==> src/rtl/sha256_padder.sv <==
`default_nettype none
// ============================================================================
// Module   : sha256_padder
// Purpose  : SHA-256 message padder. Buffers one 512-bit block, applies
//            0x80 / zero fill / 64-bit length, streams 64 bytes to the core.
// Revision : 1.0
// ============================================================================
module sha256_padder #(
    parameter int BYTE_CNT_W = 61
) (
    input  logic       clk,
    input  logic       reset,
    input  logic [7:0] in_data,
    input  logic       in_valid,
    input  logic       in_last,
    output logic       in_ready,
    input  logic       core_busy,
    output logic [7:0] out_data,
    output logic       out_write_enable,
    output logic       out_first_block,
    output logic       out_last_block,
    output logic       msg_done
);

    typedef enum logic [2:0] {
        S_FILL    = 3'd0,
        S_PAD     = 3'd1,
        S_SEND    = 3'd2,
        S_WAIT_HI = 3'd3,
        S_WAIT_LO = 3'd4
    } state_t;

    state_t                r_state;
    state_t                w_state_nxt;

    logic [7:0]            r_buf [0:63];
    logic [5:0]            r_idx;
    logic [5:0]            r_pad_ptr;
    logic [5:0]            r_send_cnt;
    logic                  r_need_80;
    logic                  r_final;
    logic                  r_pend_pad;
    logic                  r_first;
    logic                  r_sending;
    logic [BYTE_CNT_W-1:0] r_msg_cnt;

    logic [7:0]            r_out_data;
    logic                  r_we;
    logic                  r_first_o;
    logic                  r_last_o;
    logic                  r_done;

    logic                  w_accept;
    logic                  w_full;
    logic                  w_emit;
    logic                  w_send_end;
    logic                  w_pad_len;
    logic                  w_pad_wrap;
    logic                  w_wait_done;
    logic                  w_buf_we;
    logic [5:0]            w_buf_addr;
    logic [7:0]            w_buf_wdata;
    logic [63:0]           w_bit_len;

    assign w_bit_len        = 64'({r_msg_cnt, 3'b000});
    assign in_ready         = (r_state == S_FILL);
    assign out_data         = r_out_data;
    assign out_write_enable = r_we;
    assign out_first_block  = r_first_o;
    assign out_last_block   = r_last_o;
    assign msg_done         = r_done;

    always_comb begin
        w_accept    = in_valid && (r_state == S_FILL);
        w_full      = w_accept && (r_idx == 6'd63);
        w_emit      = (r_state == S_SEND) && (r_sending || !core_busy);
        w_send_end  = w_emit && (r_send_cnt == 6'd63);
        // Length goes in only once the 0x80 marker is already in place
        w_pad_len   = (r_state == S_PAD) && !r_need_80 && (r_pad_ptr == 6'd56);
        w_pad_wrap  = (r_state == S_PAD) && !w_pad_len && (r_pad_ptr == 6'd63);
        w_wait_done = (r_state == S_WAIT_LO) && !core_busy;

        w_buf_we    = w_accept || ((r_state == S_PAD) && !w_pad_len);
        w_buf_addr  = w_accept ? r_idx : r_pad_ptr;
        w_buf_wdata = w_accept ? in_data : (r_need_80 ? 8'h80 : 8'h00);

        w_state_nxt = r_state;
        case (r_state)
            S_FILL: begin
                if (w_accept && in_last) begin
                    w_state_nxt = w_full ? S_SEND : S_PAD;
                end else if (w_full) begin
                    w_state_nxt = S_SEND;
                end
            end
            S_PAD: begin
                if (w_pad_len || w_pad_wrap) begin
                    w_state_nxt = S_SEND;
                end
            end
            S_SEND: begin
                if (w_send_end) begin
                    w_state_nxt = S_WAIT_HI;
                end
            end
            S_WAIT_HI: begin
                if (core_busy) begin
                    w_state_nxt = S_WAIT_LO;
                end
            end
            S_WAIT_LO: begin
                if (w_wait_done) begin
                    if (r_final) begin
                        w_state_nxt = S_FILL;
                    end else if (r_pend_pad) begin
                        w_state_nxt = S_PAD;
                    end else begin
                        w_state_nxt = S_FILL;
                    end
                end
            end
            default: w_state_nxt = S_FILL;
        endcase
    end

    always_ff @(posedge clk or posedge reset) begin
        if (reset) begin
            r_state <= S_FILL;
        end else begin
            r_state <= w_state_nxt;
        end
    end

    // Block buffer carries no reset: its contents are always rewritten before use
    always_ff @(posedge clk) begin
        if (w_buf_we) begin
            r_buf[w_buf_addr] <= w_buf_wdata;
        end
        if (w_pad_len) begin
            for (int k = 0; k < 8; k++) begin
                r_buf[6'(56 + k)] <= w_bit_len[8*(7-k) +: 8];
            end
        end
    end

    always_ff @(posedge clk or posedge reset) begin
        if (reset) begin
            r_idx      <= 6'd0;
            r_pad_ptr  <= 6'd0;
            r_send_cnt <= 6'd0;
            r_need_80  <= 1'b0;
            r_final    <= 1'b0;
            r_pend_pad <= 1'b0;
            r_first    <= 1'b1;
            r_sending  <= 1'b0;
            r_msg_cnt  <= '0;
            r_out_data <= 8'h00;
            r_we       <= 1'b0;
            r_first_o  <= 1'b0;
            r_last_o   <= 1'b0;
            r_done     <= 1'b0;
        end else begin
            r_we      <= 1'b0;
            r_first_o <= 1'b0;
            r_last_o  <= 1'b0;
            r_done    <= 1'b0;

            if (w_accept) begin
                r_idx     <= r_idx + 6'd1;
                r_msg_cnt <= r_msg_cnt + 1'b1;
                if (in_last) begin
                    // A full last block wraps the pointer to 0 and defers padding
                    r_need_80  <= 1'b1;
                    r_pad_ptr  <= r_idx + 6'd1;
                    r_pend_pad <= w_full;
                end
            end

            if (r_state == S_PAD) begin
                if (w_pad_len) begin
                    r_final <= 1'b1;
                end else begin
                    r_pad_ptr <= r_pad_ptr + 6'd1;
                    r_need_80 <= 1'b0;
                    if (w_pad_wrap) begin
                        r_pend_pad <= 1'b1;
                    end
                end
            end

            if (w_emit) begin
                r_out_data <= r_buf[r_send_cnt];
                r_we       <= 1'b1;
                r_first_o  <= (r_send_cnt == 6'd0) && r_first;
                r_last_o   <= (r_send_cnt == 6'd0) && r_final;
                r_send_cnt <= r_send_cnt + 6'd1;
                r_sending  <= !w_send_end;
                if (w_send_end) begin
                    r_first <= 1'b0;
                end
            end

            if (w_wait_done) begin
                r_idx      <= 6'd0;
                r_pend_pad <= 1'b0;
                if (r_final) begin
                    r_done    <= 1'b1;
                    r_final   <= 1'b0;
                    r_first   <= 1'b1;
                    r_msg_cnt <= '0;
                end
            end
        end
    end

endmodule
`default_nettype wire

==> config.mk <==
export PLATFORM = sky130hd
export DESIGN_NAME = sha256_padder
export DESIGN_NICKNAME = d
export VERILOG_FILES = /design/src/rtl/sha256_padder.sv
export SDC_FILE = /design/constraint.sdc
export NUM_CORES = 1
export LEC_CHECK = 0
export ABC_AREA = 1
export BUFFER_PORTS_ARGS = -buffer_cell sky130_fd_sc_hd__buf_4
export CAP_MARGIN = 5
export CELL_PAD_IN_SITES_DETAIL_PLACEMENT = 1
export CELL_PAD_IN_SITES_GLOBAL_PLACEMENT = 2
export CORE_UTILIZATION = 38
export CTS_CLUSTER_SIZE = 12
export DETAILED_ROUTE_END_ITERATION = 6
export PLACE_DENSITY = 0.73
export SKIP_LAST_GASP = 1
export SLEW_MARGIN = 20
export SYNTH_ARGS = -nofsm -noshare
export SYNTH_HDL_FRONTEND = slang
export SYNTH_SLANG_ARGS = --single-unit
==> constraint.sdc <==
create_clock -name clk -period 3.1 [get_ports clk]
set_input_delay 0.62 -clock clk [delete_from_list [all_inputs] [get_ports clk]]
set_output_delay 0.62 -clock clk [all_outputs]
set_load 0.02 [all_outputs]
==> results of run 1 <==
## flip-flops by register name, summed over array words and instances (netlist names)
register          count
msg_done              1
out_write_enable      1
out_data              8
r_pend_pad            1
out_first_block       1
r_idx                 6
out_last_block        1
r_final               1
r_sending             1
r_pad_ptr             6
r_state               3
r_buf               512
r_need_80             1
r_first               1
r_send_cnt            6
r_msg_cnt            61
## layout by cell type (no fill, tap or decap), types with 4 or more instances in the layout
cell | Yosys | layout
clkinv_1 | 3 | 15
clkinv_2 | 0 | 13
edfxtp_1 | 509 | 509
nand2_1 | 962 | 962
nand3_1 | 361 | 361
buf_12 | 0 | 22
inv_1 | 146 | 135
inv_2 | 6 | 16
a21oi_1 | 101 | 101
ha_1 | 6 | 6
o22ai_1 | 9 | 9
clkbuf_16 | 0 | 70
nand3b_1 | 6 | 6
nor4_1 | 5 | 5
o21ai_0 | 89 | 89
xor2_1 | 26 | 26
nor3_1 | 21 | 21
nor2_2 | 7 | 7
nor2_1 | 205 | 204
dfrtp_1 | 98 | 96
buf_4 | 0 | 112
nand4_1 | 17 | 17
nor2_4 | 7 | 8
clkbuf_1 | 70 | 19
nand2_2 | 4 | 4
## logic make-up (layout without fill, tap and decap cells)
group                    after synthesis  after routing  synth area share
AO/OA/AOI/OAI                        212            212            0.0408
XOR/XNOR                              29             29           0.00937
adder cells (fa/ha/maj)                6              6           0.00277
buffers and inverters                277            417            0.0402
flip-flops                           611            611             0.658
AND/OR/NAND/NOR                     1609           1609             0.249
## routing by layer
metal	wire (µm)	share of wire
met5	0	0
met4	2040	0.023
met3	4040	0.046
met2	42200	0.49
met1	38500	0.44
## how the worst max path moves through the flow
stage | start | endpoint | slack (ns) | depth (start not counted)
after detailed placement | in_valid | r_buf[29][4] | 0.17 | 9
final | r_state[0] | r_buf[29][2] | 0.18 | 9
after global routing | r_state[0] | r_buf[29][2] | 0.04 | 9
after CTS | r_state[0] | r_buf[29][2] | 0.24 | 9
after floorplan | r_state[0] | r_buf[47][0] | 0.64 | 9
after global placement | in_valid | r_buf[29][4] | 0.24 | 9
## through the flow
| step | hold slack [ns] | worst slack, ns | power, mW | cell area (µm²) |
|---|---|---|---|---|
| 2_1_floorplan | 0.466 | 0.640 | 16.4 | 27100 |
| 3_3_place_gp | 0.473 | 0.241 | 20.6 | 29100 |
| 3_5_place_dp | 0.481 | 0.165 | 20.7 | 29100 |
| 4_1_cts | 0.176 | 0.242 | 28.7 | 31200 |
| 5_1_grt | 0.190 | 0.0445 | 29.9 | 31200 |
| 6_report | 0.153 | 0.178 | 28.5 | 31200 |
## power groups by stage
stage / combinational (mW) / sequential (mW) / clock [mW]
CTS: 10.0 / 10.6 / 8.11
global route: 10.9 / 10.7 / 8.37
global placement: 9.80 / 10.8 / 0
floorplan: 5.91 / 10.5 / 0
detailed placement: 9.96 / 10.8 / 0
finish: 9.93 / 10.6 / 7.92
## cells in the mapped netlist, types with 2 or more instances
| cell | n |
|---|---|
| a21oi_1 | 101 |
| a31oi_1 | 3 |
| buf_1 | 17 |
| buf_2 | 34 |
| clkbuf_1 | 70 |
| clkinv_1 | 3 |
| dfrtp_1 | 98 |
| dfxtp_1 | 3 |
| edfxtp_1 | 509 |
| ha_1 | 6 |
| inv_1 | 146 |
| inv_2 | 6 |
| nand2_1 | 962 |
| nand2_2 | 4 |
| nand3_1 | 361 |
| nand3_2 | 3 |
| nand3b_1 | 6 |
| nand4_1 | 17 |
| nand4_2 | 2 |
| nor2_1 | 205 |
| nor2_2 | 7 |
| nor2_4 | 7 |
| nor3_1 | 21 |
| nor4_1 | 5 |
| o211ai_1 | 2 |
| o21ai_0 | 89 |
| o21ai_1 | 3 |
| o21ai_2 | 2 |
| o22ai_1 | 9 |
| xnor2_1 | 3 |
| xor2_1 | 26 |
## critical path, delay by kind of cell, from the launching register on
kind                   cells  cell delay (ns)
AND/OR/NAND/NOR            8             1.97
flip-flops                 1             0.45
buffers and inverters      1             0.13
## area by class of cell
| type | instances | area, µm² | area share |
|---|---|---|---|
| Tap cell | 940 | 1180 | 0.0376 |
| Multi-Input combinational cell | 1856 | 8200 | 0.262 |
| Timing Repair Buffer | 134 | 1280 | 0.0410 |
| Sequential cell | 611 | 17800 | 0.571 |
| Clock inverter | 37 | 318 | 0.0102 |
| Clock buffer | 91 | 1850 | 0.0592 |
| Inverter | 155 | 591 | 0.0189 |
==> impl_metrics.toml, run 1 <==
[cts]
clockBufferDepth = 3
cts-buffers-inserted = 70
clkSlewWorstSetupHoldPaths_ns = 0.06
post_cts_buffers = 0
root_buffer = "clkbuf_16"
clock_latency_ns = 0.62
cts_tree = "yes"
htreeDepth = 3
cts_repair_resize_count = 0
cts_sinks = 611
hold_buffers = 0

[die]
die_x_um = 269
coreArea_um2 = 70300
start_util = 0.386
io_pins = 26
die_h_um = 269
dieArea_um2 = 72400
core.rowCount = 97

[synth]
synth.avg_cell_area_um2 = 9.88
synthCells = 2744
synth_top_flop_cell = "edfxtp_1"
ys_ff_latch = 611
ys_seq_area_frac = 0.658
synth_top_cell_by_area = "edfxtp_1"
synth_area_um2 = 27100
synthTopCellsByArea = "edfxtp_1 (56%), nand2_1 (13%), dfrtp_1 (9.0%)"
async_flop_share = 0.162
synth_top_cell_area_share = 0.564
synth_nets = 2763
ys_types = 45
synth_edf_count = 509
yosysWarnings = 0

[setup_path]
cp_common_cell = "nand2_1"
cp_slowest_cell = "nor2_1"
critPathKind = "reg2reg"
crit_path_end_kind = "register"
worstPathArrival_ns = 3.16
crit_fanout = 8
rr_worst_depth = 9
r2r_start = "r_state[0]"
critPathLaunchType = "register"
r2r_end = "r_buf[29][2]"
max_stage_delay_ns = 0.64
rrSetupSlack_ns = 0.18
cp_cell_sequence = "nor2_4, nand2_1, nor2_2, nand2_1, nand2_1, inv_1, nor2_1, nand2_1, nor2_1"
required_ns = 3.34

[place]
dp_hpwl_um = 59400
dp.cells = 3696
numPortBuffers = 25
globalplace.congestion = 0.830

[global_route]
grt_pass1_vias = 21000
grt_util_met3 = 0.0407
grt_max_degree = 100
busiest_layer = "met2"
antenna_found_initial = 0
grtUsageMet1 = 0.323
grt_usage = 0.245
grt_overflow = 0
grtUsageMet2 = 0.417
grt_pass1_wl_um = 130000

[routing]
wl_per_cell_um = 22.7
drc = 0
vias = 19800
drt_iter0_drc = 1227
firstDrtPassIters = 5
vias_per_cell = 5.19
ant_nets = 0
routed_wl_um = 86800

[pwr]
pwr-share-comb = 0.349
ir_drop_mv = 0.844
power.density_nw_per_um2 = 911
power_frac_seq = 0.373
pwr-share-clk = 0.278
net-switching-power_mw = 11.3
internal-power_mw = 17.1
switching_share = 0.398
total_leakage_power_nw = 12.3

[layout]
fin_cells = 3824
syn2layout_area_growth_pct = 15.3
final_nets = 2847
antenna_cells = 0
drive_gt1_frac = 0.0985
final_core_util = 0.445
fillers = 7782

[hold_path]
hp-class = "in2async"

[timing]
worst_pin_slew_ns = 0.854
relSlewSlack = 0.426
setup_viol = 0
rsz0062_at_grt = "no"
hold_violations = 0
maxSlewViolCount = 0
min_period_ns = 2.92
fmax_mhz = 342
tns_ns = 0
skew_ns = 0.0270
finalCritPeriodShare = 0.943

[run_status]
status = "finished, final reports clean"

[flow_run]
cap_viol_max_count = 0
Note: power is estimated with default switching activity, not from simulation.
==> run 2, diff against run 1 <==
CORE_UTILIZATION = 39   (was 38)
CTS_BUF_LIST = sky130_fd_sc_hd__clkbuf_8   (was default)
HOLD_SLACK_MARGIN = 0.03   (was default)
PLACE_DENSITY = 0.75   (was 0.73)
==> impl_metrics.toml, run 2 (synthesis gave the netlist of run 1 again) <==
[setup_path]
required_ns = 3.44
crit_path_end_kind = "register"
worstPathArrival_ns = 3.20
critPathKind = "reg2reg"
rr_worst_depth = 7
rrSetupSlack_ns = 0.24
cp_common_cell = "nand2_1"
cp_slowest_cell = "nor2_1"
crit_fanout = 8
critPathLaunchType = "register"
max_stage_delay_ns = 0.65
critPathTopFamily = "simple AND/OR/NAND/NOR gates"
cp_cell_sequence = "nor2_4, nand2_1, nor2_2, nand2_1, nand2_1, nand3_1, nor2_1"
critPathBufInv = 0
worst-path-stages = 7

[layout]
final_cell_mix = "nand2_1 (962), edfxtp_1 (509), nand3_1 (361), nor2_1 (200), inv_1 (170)"
drive_gt1_frac = 0.117
regArea_um2 = 17800
final_nets = 2893
fillers = 7758
largest-register = "r_buf"
syn2layout_area_growth_pct = 15.0
fin_area_um2 = 31200
final_common_cell = "nand2_1"
multiInputGateArea_um2 = 8210
largest_register_ffs = 512

[routing]
vias_per_cell = 5.22
ant_nets = 0
vias = 20300
drc = 0
drt_iter0_drc = 1330
firstDrtPassIters = 6
wl_per_cell_um = 22.5
routed_wl_um = 87800

[pwr]
net-switching-power_mw = 11.3
power.density_nw_per_um2 = 887
pwr-share-comb = 0.363
total_leakage_power_nw = 12.5
power_frac_seq = 0.381
internal-power_mw = 16.3
pwr-share-clk = 0.256
switching_share = 0.409
ir_drop_mv = 0.443

[cts]
cts_sinks = 611
root_buffer = "clkbuf_8"
clockBufferDepth = 3
clock_latency_ns = 0.70
cts_tree = "yes"
htreeDepth = 3
clkSlewWorstSetupHoldPaths_ns = 0.06
cts-buffers-inserted = 103

[timing]
fin_hold_ws_ns = 0.265
relSlewSlack = 0.357
setup_viol = 0
worst_pin_slew_ns = 0.956
finalCritPeriodShare = 0.923
hold_violations = 0
skew_ns = 0.0264
min_period_ns = 2.86
rsz0062_at_grt = "no"
maxSlewViolCount = 0
fmax_mhz = 350
tns_ns = 0

[die]
coreArea_um2 = 68700
dieArea_um2 = 70600
start_util = 0.395
core.rowCount = 96
die_x_um = 266
io_pins = 26
die_h_um = 266

[global_route]
grt_overflow = 0
grt_max_degree = 161
busiest_layer = "met2"
grt_usage = 0.252
grtUsageMet2 = 0.437
grt_pass1_vias = 21400
grtUsageMet1 = 0.326
antenna_found_initial = 1
grt_util_met3 = 0.0316
grt_pass1_wl_um = 132000

[hold_path]
hp-class = "in2reg"
hold_path_depth = 3

[place]
placed_area_um2 = 29100
globalplace.congestion = 0.865
numPortBuffers = 25
dp_hpwl_um = 59600

[flow_run]
cap_viol_max_count = 0

[run_status]
status = "finished, final reports clean"
-- run 2: repair_timing --
item                                   CTS  global route
endpoints found under the hold margin    6             0
setup buffers                            0             0
hold buffers                             1             0
setup endpoints to repair                0            25
resized for setup                        0             4
-- run 2: power by group through the flow --
stage          Clock, mW  Sequential, mW  Combinational (mW)
6_report            7.09            10.5                10.0
5_1_grt             7.55            10.6                11.0
4_1_cts             7.29            10.5                10.1
3_5_place_dp           0            10.7                10.1
3_3_place_gp           0            10.7                9.85
2_1_floorplan          0            10.5                5.91
-- run 2: final timing paths --
| path | start | endpoint |
|---|---|---|
| worst max-delay path | r_state[0] | r_buf[9][2] |
| worst max register to register | r_state[0] | r_buf[9][2] |
| worst min register to register | out_data[7] | out_data[7] |
| min in group asynchronous | reset | r_msg_cnt[0] |
| worst min-delay path | core_busy | r_pend_pad |
| max in group asynchronous | reset | r_send_cnt[0] |
-- run 2: through the flow --
stage	util	std cells	setup slack (ns)	power [mW]
2_1_floorplan	-	2744	0.640	16.4
3_3_place_gp	0.424	3699	0.201	20.5
3_5_place_dp	0.424	3699	0.0805	20.8
4_1_cts	0.454	3893	0.166	27.9
5_1_grt	0.454	3895	0.0139	29.2
6_report	0.454	3895	0.240	27.6
-- run 2: cell type report --
cell class | count | share of cell area
Multi-Input combinational cell | 1856 | 0.263
Tap cell | 931 | 0.0374
Clock buffer | 111 | 0.0490
Timing Repair Buffer | 147 | 0.0435
Sequential cell | 611 | 0.572
Antenna cell | 2 | 0.000161
Clock inverter | 82 | 0.0157
Inverter | 155 | 0.0189
-- run 2: worst min-delay path, cell delays in order --
cell	delay, ns
buf_4	0.11
nor3_1	0.06
a21oi_1	0.12
-- run 2: per-layer routing --
layer / wire length, µm / up-vias
met5: 0 / -
li1: - / 9536
met2: 43600 / 449
met4: 2730 / 0
met1: 38300 / 10200
met3: 3160 / 158
==> run 3, diff against run 2 <==
CORE_UTILIZATION = 38   (was 39)
CTS_BUF_LIST = sky130_fd_sc_hd__clkbuf_8 sky130_fd_sc_hd__clkbuf_16   (was sky130_fd_sc_hd__clkbuf_8)
PLACE_DENSITY = 0.73   (was 0.75)
==> impl_metrics.toml, run 3 (synthesis gave the netlist of run 1 again) <==
[cts]
cts-buffers-inserted = 70
hold_buffers = 0
post_cts_buffers = 0
cts_sinks = 611
root_buffer = "clkbuf_16"
htreeDepth = 3
cts_tree = "yes"
cts_repair_resize_count = 0
clkSlewWorstSetupHoldPaths_ns = 0.06
clock_latency_ns = 0.62
clockBufferDepth = 3

[place]
numPortBuffers = 25
dp_hpwl_um = 59400
dp.cells = 3696
globalplace.congestion = 0.830

[routing]
routed_wl_um = 86800
ant_nets = 0
firstDrtPassIters = 5
vias = 19800
drc = 0
drt_iter0_drc = 1241
wl_per_cell_um = 22.7
vias_per_cell = 5.18

[global_route]
grt_pass1_wl_um = 130000
grt_pass1_vias = 21000
grt_usage = 0.245
grt_max_degree = 100
antenna_found_initial = 0
grt_overflow = 0

[timing]
relSlewSlack = 0.430
rsz0062_at_grt = "no"
hold_violations = 0
finalCritPeriodShare = 0.940
tns_ns = 0
setup_viol = 0
skew_ns = 0.0281
maxSlewViolCount = 0
min_period_ns = 2.91
fmax_mhz = 343
worst_pin_slew_ns = 0.847

[pwr]
p_total_mw = 28.4
power.density_nw_per_um2 = 909
pwr-share-comb = 0.349
internal-power_mw = 17.1
power_frac_seq = 0.374
ir_drop_mv = 0.850
net-switching-power_mw = 11.3
pwr-share-clk = 0.277
switching_share = 0.399
total_leakage_power_nw = 12.4

[die]
io_pins = 26
coreArea_um2 = 70300
dieArea_um2 = 72400
start_util = 0.386
die_h_um = 269
core.rowCount = 97
die_x_um = 269

[setup_path]
crit_path_end_kind = "register"
critPathKind = "reg2reg"
required_ns = 3.34
crit_fanout = 8
worstPathArrival_ns = 3.15
critPathLaunchType = "register"

[layout]
drive_gt1_frac = 0.0985
largest-register = "r_buf"
final_common_cell = "nand2_1"
largest_register_ffs = 512
final_nets = 2847
antenna_cells = 0
syn2layout_area_growth_pct = 15.3
final_cell_mix = "nand2_1 (962), edfxtp_1 (509), nand3_1 (361), nor2_1 (204), inv_1 (154)"
fillers = 7782
regArea_um2 = 17800
multiInputGateArea_um2 = 8200
fin_cells = 3824

[hold_path]
hp-class = "in2async"

[flow_run]
cap_viol_max_count = 0

[run_status]
status = "finished, final reports clean"
run 3: cell count changes in the layout (fill, tap and decap cells not counted), moves of 3 or more:
| cell | previous run | this run |
|---|---|---|
| clkbuf_8 | 111 | 2 |
| clkbuf_16 | 0 | 70 |
| inv_1 | 170 | 154 |
| buf_4 | 126 | 112 |
| clkinv_2 | 19 | 13 |
| nor2_1 | 200 | 204 |
| nor2_2 | 11 | 7 |
| clkinv_1 | 18 | 15 |
| clkinv_8 | 0 | 3 |
run 3: path summary, 6_finish.rpt:
kind                             start  slack (ns)            end  cells after the start
min                              reset        0.15     r_state[0]                      3
max                         r_state[0]        0.19   r_buf[29][2]                      9
max in group asynchronous        reset        2.42  r_msg_cnt[55]                      3
min reg2reg                out_data[0]        0.49    out_data[0]                      2
min in group clk             core_busy        0.35     r_pend_pad                      3
max reg2reg                 r_state[0]        0.19   r_buf[29][2]                      9
run 3: worst max-delay path, cell delays in order (launching register included):
cell	delay [ns]
dfrtp_1	0.45
nor2_4	0.16
nand2_1	0.10
nor2_2	0.37
nand2_1	0.11
nand2_1	0.18
inv_1	0.13
nor2_1	0.21
nand2_1	0.19
nor2_1	0.63
run 3: power groups by stage:
| stage | registers (mW) | logic [mW] | clock network, mW |
|---|---|---|---|
| final | 10.6 | 9.92 | 7.87 |
| after global routing | 10.7 | 10.9 | 8.31 |
| after CTS | 10.6 | 10.0 | 8.06 |
| after detailed placement | 10.8 | 9.96 | 0 |
| after global placement | 10.8 | 9.80 | 0 |
| after floorplan | 10.5 | 5.91 | 0 |
run 3: cell type report:
cell class                 instances  area share
inverter                         155      0.0189
timing repair buffer             134      0.0410
sequential                       611       0.571
tap                              940      0.0376
multi-input combinational       1856       0.262
clock inverter                    56      0.0125
clock buffer                      72      0.0569
run 3: layer usage:
layer | up-vias | share of wire | track usage
met3 | 119 | 0.047 | 0.0407
met4 | 0 | 0.023 | 0.0650
met2 | 396 | 0.49 | 0.417
met1 | 9858 | 0.44 | 0.323
met5 | - | 0 | 0
li1 | 9420 | - | -
run 3: per-stage QoR:
stage / hold WS, ns / cell area (µm²) / worst slack [ns] / util
global placement: 0.473 / 29100 / 0.241 / 0.414
floorplan: 0.466 / 27100 / 0.640 / -
detailed placement: 0.481 / 29100 / 0.165 / 0.414
finish: 0.154 / 31200 / 0.187 / 0.445
CTS: 0.176 / 31200 / 0.242 / 0.445
global route: 0.190 / 31200 / 0.0445 / 0.445
